==> config.mk <==
export PLATFORM = sky130hd
export DESIGN_NAME = fpu_op_scheduler_flat
export DESIGN_NICKNAME = d
export VERILOG_FILES = /design/src/rtl/fpu_op_scheduler_pkg.sv /design/src/rtl/fpu_op_scheduler_if.sv /design/src/rtl/fpu_rr_arbiter.sv /design/src/rtl/fpu_op_scheduler.sv /design/src/flat_wrapper.sv
export SDC_FILE = /design/constraint.sdc
export NUM_CORES = 1
export LEC_CHECK = 0
export CORE_ASPECT_RATIO = 1.25
export CORE_MARGIN = 2
export CORE_UTILIZATION = 39
export CTS_BUF_LIST = sky130_fd_sc_hd__clkbuf_16
export CTS_CLUSTER_SIZE = 40
export DETAILED_ROUTE_END_ITERATION = 12
export PLACE_DENSITY = 0.78
export SYNTH_ARGS = -nofsm -noshare
export SYNTH_HDL_FRONTEND = slang
export SYNTH_HIERARCHICAL = 1
export SYNTH_SLANG_ARGS = --single-unit
==> constraint.sdc <==
create_clock -name clk -period 2.6 [get_ports clk]
set_input_delay 0.39 -clock clk [delete_from_list [all_inputs] [get_ports clk]]
set_output_delay 0.39 -clock clk [all_outputs]
set_load 0.005 [all_outputs]
==> src/rtl/fpu_op_scheduler_pkg.sv <==
// Shared types and constants for the FPU op scheduler: FSM state encoding,
// funct3 op codes, the request bundle and the per-op latency lookup.
package fpu_sched_pkg;

    typedef enum logic [1:0] {
        ST_IDLE = 2'd0,
        ST_EXEC = 2'd1,
        ST_RESP = 2'd2
    } sched_state_e;

    localparam logic [2:0] FADD = 3'b000;
    localparam logic [2:0] FSUB = 3'b001;
    localparam logic [2:0] FMUL = 3'b010;
    localparam logic [2:0] FDIV = 3'b011;

    localparam int CNT_W = 4;

    typedef struct packed {
        logic [31:0] rs1;
        logic [31:0] rs2;
        logic [2:0]  funct3;
    } fpu_req_t;

    // EXEC length in cycles for an op; anything outside FADD..FDIV is illegal.
    function automatic logic [CNT_W-1:0] lat_lookup(input logic [2:0] f3,
                                                    input int lat_add,
                                                    input int lat_mul,
                                                    input int lat_div,
                                                    input int lat_ill);
        int l;
        case (f3)
            FADD, FSUB: l = lat_add;
            FMUL:       l = lat_mul;
            FDIV:       l = lat_div;
            default:    l = lat_ill;
        endcase
        return l[CNT_W-1:0];
    endfunction

endpackage

==> src/rtl/fpu_op_scheduler_if.sv <==
// Request, FPU and response signals of the scheduler. The slave side is the
// scheduler; the master side is the requesters, the FPU and the consumer.
interface fpu_op_scheduler_if;
    logic        req0_valid, req1_valid;
    logic        req0_ready, req1_ready;
    logic [31:0] req0_rs1, req0_rs2, req1_rs1, req1_rs2;
    logic [2:0]  req0_funct3, req1_funct3;
    logic        flush;
    logic [31:0] fpu_rs1, fpu_rs2;
    logic [2:0]  fpu_funct3;
    logic [31:0] fpu_result;
    logic        fpu_valid;
    logic        resp_valid, resp_ready;
    logic        resp_id;
    logic [31:0] resp_result;
    logic        resp_illegal;
    logic        busy;

    modport slave (
        input  req0_valid, req1_valid, req0_rs1, req0_rs2, req1_rs1, req1_rs2,
               req0_funct3, req1_funct3, flush, fpu_result, fpu_valid, resp_ready,
        output req0_ready, req1_ready, fpu_rs1, fpu_rs2, fpu_funct3,
               resp_valid, resp_id, resp_result, resp_illegal, busy
    );

    modport master (
        output req0_valid, req1_valid, req0_rs1, req0_rs2, req1_rs1, req1_rs2,
               req0_funct3, req1_funct3, flush, fpu_result, fpu_valid, resp_ready,
        input  req0_ready, req1_ready, fpu_rs1, fpu_rs2, fpu_funct3,
               resp_valid, resp_id, resp_result, resp_illegal, busy
    );
endinterface

==> src/rtl/fpu_rr_arbiter.sv <==
// 2-way round-robin arbiter. A lone requester always wins; on contention
// rr_ptr picks the winner. Grant is suppressed entirely when not enabled.
module fpu_rr_arbiter (
    input  logic [1:0] valid,
    input  logic       rr_ptr,
    input  logic       enable,
    output logic [1:0] grant,
    output logic       gnt_id
);

    // Pick the winner id, then form a one-hot grant gated by enable.
    always_comb begin
        gnt_id = 1'b0;
        if (valid == 2'b11)
            gnt_id = rr_ptr;
        else if (valid[1])
            gnt_id = 1'b1;
        grant = 2'b00;
        if (enable && (|valid))
            grant[gnt_id] = 1'b1;
    end

endmodule

==> src/rtl/fpu_op_scheduler.sv <==
// Sequencer in front of the combinational FPU: arbitrates two requesters,
// holds operands on the FPU for the op's latency budget, captures the result
// on the last EXEC cycle and hands it out over a valid/ready channel.
module fpu_op_scheduler
    import fpu_sched_pkg::*;
#(
    parameter int LAT_ADD = 2,
    parameter int LAT_MUL = 3,
    parameter int LAT_DIV = 8,
    parameter int LAT_ILL = 1
) (
    input logic              clk,
    input logic              rst_n,
    fpu_op_scheduler_if.slave bus
);

    sched_state_e     state;
    logic [CNT_W-1:0] cnt;
    logic             rr_ptr;
    logic [1:0]       grant;
    logic             gnt_id;
    logic             accept;
    logic             capture;
    fpu_req_t         req_sel;

    logic [31:0] fpu_rs1_q, fpu_rs2_q, resp_result_q;
    logic [2:0]  fpu_funct3_q;
    logic        resp_id_q, resp_illegal_q;

    fpu_rr_arbiter u_arb (
        .valid  ({bus.req1_valid, bus.req0_valid}),
        .rr_ptr (rr_ptr),
        .enable ((state == ST_IDLE) && !bus.flush),
        .grant  (grant),
        .gnt_id (gnt_id)
    );

    assign bus.req0_ready = grant[0];
    assign bus.req1_ready = grant[1];
    assign accept         = |grant;

    assign req_sel = gnt_id ? fpu_req_t'{bus.req1_rs1, bus.req1_rs2, bus.req1_funct3}
                            : fpu_req_t'{bus.req0_rs1, bus.req0_rs2, bus.req0_funct3};

    // A flush landing on the last EXEC cycle wins: nothing is captured.
    assign capture = (state == ST_EXEC) && (cnt == '0) && !bus.flush;

    // Control FSM, latency counter and round-robin pointer.
    always_ff @(posedge clk or negedge rst_n) begin
        if (!rst_n) begin
            state  <= ST_IDLE;
            cnt    <= '0;
            rr_ptr <= 1'b0;
        end else begin
            case (state)
                ST_IDLE: if (accept) begin
                    state  <= ST_EXEC;
                    cnt    <= lat_lookup(req_sel.funct3, LAT_ADD, LAT_MUL, LAT_DIV, LAT_ILL) - 1'b1;
                    rr_ptr <= ~gnt_id;
                end
                ST_EXEC: begin
                    if (bus.flush)
                        state <= ST_IDLE;
                    else if (cnt == '0)
                        state <= ST_RESP;
                    else
                        cnt <= cnt - 1'b1;
                end
                ST_RESP: if (bus.flush || bus.resp_ready) state <= ST_IDLE;
                default: state <= ST_IDLE;
            endcase
        end
    end

    // Operand latch on accept and result capture on the final EXEC cycle.
    always_ff @(posedge clk or negedge rst_n) begin
        if (!rst_n) begin
            fpu_rs1_q      <= '0;
            fpu_rs2_q      <= '0;
            fpu_funct3_q   <= '0;
            resp_id_q      <= 1'b0;
            resp_result_q  <= '0;
            resp_illegal_q <= 1'b0;
        end else begin
            if (accept) begin
                fpu_rs1_q    <= req_sel.rs1;
                fpu_rs2_q    <= req_sel.rs2;
                fpu_funct3_q <= req_sel.funct3;
                resp_id_q    <= gnt_id;
            end
            if (capture) begin
                resp_result_q  <= bus.fpu_result;
                resp_illegal_q <= ~bus.fpu_valid;
            end
        end
    end

    assign bus.fpu_rs1      = fpu_rs1_q;
    assign bus.fpu_rs2      = fpu_rs2_q;
    assign bus.fpu_funct3   = fpu_funct3_q;
    assign bus.resp_valid   = (state == ST_RESP);
    assign bus.resp_id      = resp_id_q;
    assign bus.resp_result  = resp_result_q;
    assign bus.resp_illegal = resp_illegal_q;
    assign bus.busy         = (state != ST_IDLE);

endmodule

==> src/flat_wrapper.sv <==
// flat-port wrapper written by rule: the top's interface ports become plain ports
module fpu_op_scheduler_flat import fpu_sched_pkg::*;
#(
    parameter int LAT_ADD = 2,
    parameter int LAT_MUL = 3,
    parameter int LAT_DIV = 8,
    parameter int LAT_ILL = 1
)
  (clk, rst_n, bus_req0_valid, bus_req1_valid, bus_req0_rs1, bus_req0_rs2, bus_req1_rs1, bus_req1_rs2, bus_req0_funct3, bus_req1_funct3, bus_flush, bus_fpu_result, bus_fpu_valid, bus_resp_ready, bus_req0_ready, bus_req1_ready, bus_fpu_rs1, bus_fpu_rs2, bus_fpu_funct3, bus_resp_valid, bus_resp_id, bus_resp_result, bus_resp_illegal, bus_busy);
  fpu_op_scheduler_if bus_i ();
  input logic clk;
  input logic rst_n;
  input wire logic [$bits(bus_i.req0_valid)-1:0] bus_req0_valid;
  input wire logic [$bits(bus_i.req1_valid)-1:0] bus_req1_valid;
  input wire logic [$bits(bus_i.req0_rs1)-1:0] bus_req0_rs1;
  input wire logic [$bits(bus_i.req0_rs2)-1:0] bus_req0_rs2;
  input wire logic [$bits(bus_i.req1_rs1)-1:0] bus_req1_rs1;
  input wire logic [$bits(bus_i.req1_rs2)-1:0] bus_req1_rs2;
  input wire logic [$bits(bus_i.req0_funct3)-1:0] bus_req0_funct3;
  input wire logic [$bits(bus_i.req1_funct3)-1:0] bus_req1_funct3;
  input wire logic [$bits(bus_i.flush)-1:0] bus_flush;
  input wire logic [$bits(bus_i.fpu_result)-1:0] bus_fpu_result;
  input wire logic [$bits(bus_i.fpu_valid)-1:0] bus_fpu_valid;
  input wire logic [$bits(bus_i.resp_ready)-1:0] bus_resp_ready;
  output wire logic [$bits(bus_i.req0_ready)-1:0] bus_req0_ready;
  output wire logic [$bits(bus_i.req1_ready)-1:0] bus_req1_ready;
  output wire logic [$bits(bus_i.fpu_rs1)-1:0] bus_fpu_rs1;
  output wire logic [$bits(bus_i.fpu_rs2)-1:0] bus_fpu_rs2;
  output wire logic [$bits(bus_i.fpu_funct3)-1:0] bus_fpu_funct3;
  output wire logic [$bits(bus_i.resp_valid)-1:0] bus_resp_valid;
  output wire logic [$bits(bus_i.resp_id)-1:0] bus_resp_id;
  output wire logic [$bits(bus_i.resp_result)-1:0] bus_resp_result;
  output wire logic [$bits(bus_i.resp_illegal)-1:0] bus_resp_illegal;
  output wire logic [$bits(bus_i.busy)-1:0] bus_busy;
  assign bus_i.req0_valid = bus_req0_valid;
  assign bus_i.req1_valid = bus_req1_valid;
  assign bus_i.req0_rs1 = bus_req0_rs1;
  assign bus_i.req0_rs2 = bus_req0_rs2;
  assign bus_i.req1_rs1 = bus_req1_rs1;
  assign bus_i.req1_rs2 = bus_req1_rs2;
  assign bus_i.req0_funct3 = bus_req0_funct3;
  assign bus_i.req1_funct3 = bus_req1_funct3;
  assign bus_i.flush = bus_flush;
  assign bus_i.fpu_result = bus_fpu_result;
  assign bus_i.fpu_valid = bus_fpu_valid;
  assign bus_i.resp_ready = bus_resp_ready;
  assign bus_req0_ready = bus_i.req0_ready;
  assign bus_req1_ready = bus_i.req1_ready;
  assign bus_fpu_rs1 = bus_i.fpu_rs1;
  assign bus_fpu_rs2 = bus_i.fpu_rs2;
  assign bus_fpu_funct3 = bus_i.fpu_funct3;
  assign bus_resp_valid = bus_i.resp_valid;
  assign bus_resp_id = bus_i.resp_id;
  assign bus_resp_result = bus_i.resp_result;
  assign bus_resp_illegal = bus_i.resp_illegal;
  assign bus_busy = bus_i.busy;
  fpu_op_scheduler #(.LAT_ADD(LAT_ADD), .LAT_MUL(LAT_MUL), .LAT_DIV(LAT_DIV), .LAT_ILL(LAT_ILL)) u_core (.clk(clk), .rst_n(rst_n), .bus(bus_i));
endmodule
==> impl_metrics.env <==
export IMPL_seq_area_um2=2700
export IMPL_grt_antenna_before_repair=0
export IMPL_tns_ns=0
export IMPL_most_common_layout_cells="clkdlybuf4s50_1 (276), dfrtp_1 (108), nand2_1 (73)"
export IMPL_final_hold_viol_count=0
export IMPL_grt_usage_pct=21.0
export IMPL_gr_usage_met1_pct=24.0
export IMPL_path_max_fanout=6
export IMPL_fin_crit_sh_pct=95.6
export IMPL_yosysSeqAreaShare_pct=55.2
export IMPL_cap_violations=0
export IMPL_slew_viol_final=0
export IMPL_power_leakage_nw=3.61
export IMPL_postCtsResizedCells=0
export IMPL_die_area_um2=13500
export IMPL_gp_routability_congestion=0.802
export IMPL_row_count=45
export IMPL_setup_violations_final=0
export IMPL_synth_edf_count=0
export IMPL_clock_root_buffer="clkbuf_16"
export IMPL_syn2layout_area_growth_pct=66.3
export IMPL_dieHeight_um=129
export IMPL_drc=0
export IMPL_fmax_mhz=402
export IMPL_multiInputGateArea_um2=2050
export IMPL_path_clk_slew_ns=0.07
export IMPL_relSlewSlack_pct=51.7
export IMPL_fin_nets=863
export IMPL_yosys_top_cells_area="dfrtp_1 (55%), mux2i_1 (14%), mux2_4 (8.6%)"
export IMPL_synth_top_cell_area_share_pct=55.2
export IMPL_htree_levels=3
export IMPL_status="finished, final reports clean"
export IMPL_synth_cell_types=31
export IMPL_grt_max_degree=92
export IMPL_post_drt_wl_per_cell_um=16.4
export IMPL_cts_sinks=108
export IMPL_ys_async_sr_fraction_pct=100
export IMPL_critPathArrivalTime_ns=2.10
export IMPL_grt_util_met2_pct=37.5
export IMPL_drt_iter0_markers=102
export IMPL_skew_ns=0.0101
export IMPL_worst_slack_ns=0.114
export IMPL_synth_seq_cells=108
export IMPL_ioPinCount=278
export IMPL_grt_pass1_wl_um=22100
export IMPL_hold_buffers=0
export IMPL_crit_required_ns=2.21
export IMPL_worst_pin_slew_ns=0.725
export IMPL_start_kind="flop"
export IMPL_cts_tree="built"
export IMPL_ys_flop_type="dfrtp_1"
export IMPL_rsz0062_at_grt="no"
export IMPL_pre_cts_slack_ns=0.118
export IMPL_use_met3_pct=6.24
export IMPL_nFillCells=969
export IMPL_ys_warn_count=6
export IMPL_core_area_um2=12200
export IMPL_die_x_um=104
export IMPL_placed_area_um2=7840
export IMPL_drive_gt1_share_pct=9.80
export IMPL_port_buffer_count=277
export IMPL_start_util_pct=40.0
export IMPL_dp_hpwl_um=11200
export IMPL_firstDrtPassIters=6
export IMPL_antenna_left=0
export IMPL_ir_drop_uv=437
export IMPL_insertion_delay_ns=0.34
export IMPL_syn_nets=590
export IMPL_whs_ns=0.0953
export IMPL_p_per_area_nw_per_um2=951
export IMPL_syn_avg_cell_area_um2=11.8
export IMPL_grt_pass1_vias=4303
export IMPL_reg2reg_slack_ns=0.45
export IMPL_clock_path_buffers=2
export IMPL_yosys_area_top_type="dfrtp_1"
export IMPL_final_common_cell="clkdlybuf4s50_1"
export IMPL_antenna_cells=0
export IMPL_routed_via_density=4.81
export IMPL_synthCells=416
export IMPL_post_cts_setup_buffers=0
export IMPL_finalInstanceArea_um2=8140
export IMPL_worstSetupEndpointType="output port"
export IMPL_period_needed_ns=2.49
export IMPL_overflow=0
export IMPL_hold_class="input pin to async pin"
export IMPL_cts_buffers=9
export IMPL_path_class="flop to output port"
export IMPL_vias=4125
export IMPL_final_core_util_pct=66.6
export IMPL_busiest_layer="met2"
export IMPL_netlist_area_um2=4890
export IMPL_drt_total_wl_um=14100
layout make-up:
cell class / count / area share [%]
timing repair buffer: 288 / 35.4
sequential: 108 / 33.2
multi-input combinational: 280 / 25.2
clock buffer: 9 / 2.77
tap: 164 / 2.52
clock inverter: 7 / 0.830
inverter: 2 / 0.0923
Yosys cell counts (2+ instances only):
cell and count:
mux2i_1 66, clkbuf_1 8, a21oi_1 7, buf_2 14
nor2b_1 3, nand2b_1 3, or2_2 2, mux2_4 28
and3_1 2, inv_1 2, o21ai_0 70, mux2_2 5
buf_6 3, dfrtp_1 108, nor2_1 7, nand2_1 73
state kept, by name, summed over array words and instances (netlist names):
name / count
u_core/bus.fpu_rs1: 32
u_core/cnt: 4
u_core/bus.fpu_rs2: 32
u_core/bus.resp_result: 32
u_core/rr_ptr: 1
u_core/bus.resp_illegal: 1
u_core/bus.resp_id: 1
u_core/state: 2
u_core/bus.fpu_funct3: 3
power breakdown:
group          switching [W]  internal [W]
logic                0.00129       0.00219
clock network       0.000590      0.000743
registers           0.000461       0.00246
total                0.00234       0.00539
routing by layer:
metal	vias up	wire, um
met2	191	7200
met1	1924	5480
li1	1989	-
met5	-	0
met4	0	283
met3	21	1120
worst max-delay path: stages, from the launching register on:
cell             delay, ns
dfrtp_1               0.43
or2_2                 0.38
nor2_1                0.14
nand2_1               0.08
a21oi_1               0.19
clkdlybuf4s50_1       0.55
metrics by stage:
| step | power (W) | instances |
|---|---|---|
| floorplan | 0.00425 | 416 |
| global placement | 0.00633 | 842 |
| detailed placement | 0.00647 | 842 |
| CTS | 0.00784 | 858 |
| global route | 0.00824 | 858 |
| finish | 0.00773 | 858 |
worst paths after layout:
kind / startpoint / end / depth (start not counted)
setup / recovery: u_core/state[0] / bus_req0_ready / 5
hold / removal: rst_n / u_core/bus.resp_result[11] / 1
setup reg to reg: u_core/state[0] / u_core/cnt[0] / 8
hold reg to reg: u_core/bus.resp_id / u_core/bus.resp_id / 2
max in group asynchronous: rst_n / u_core/bus.resp_result[28] / 2
min in group clk: u_core/bus.resp_id / u_core/bus.resp_id / 2
cell families (layout without fill, tap and decap cells):
logic type / count (synthesis) / count (layout) / share of synthesized area [%]
buffers and inverters: 28 / 306 / 3.04
AOI/OAI and AO/OA: 83 / 83 / 9.26
and+or+nand+nor: 97 / 97 / 8.95
DFF: 108 / 108 / 55.2
muxes: 99 / 99 / 23.2
adders and majority gates: 1 / 1 / 0.256
No activity file was read; power rests on OpenSTA's default activity.
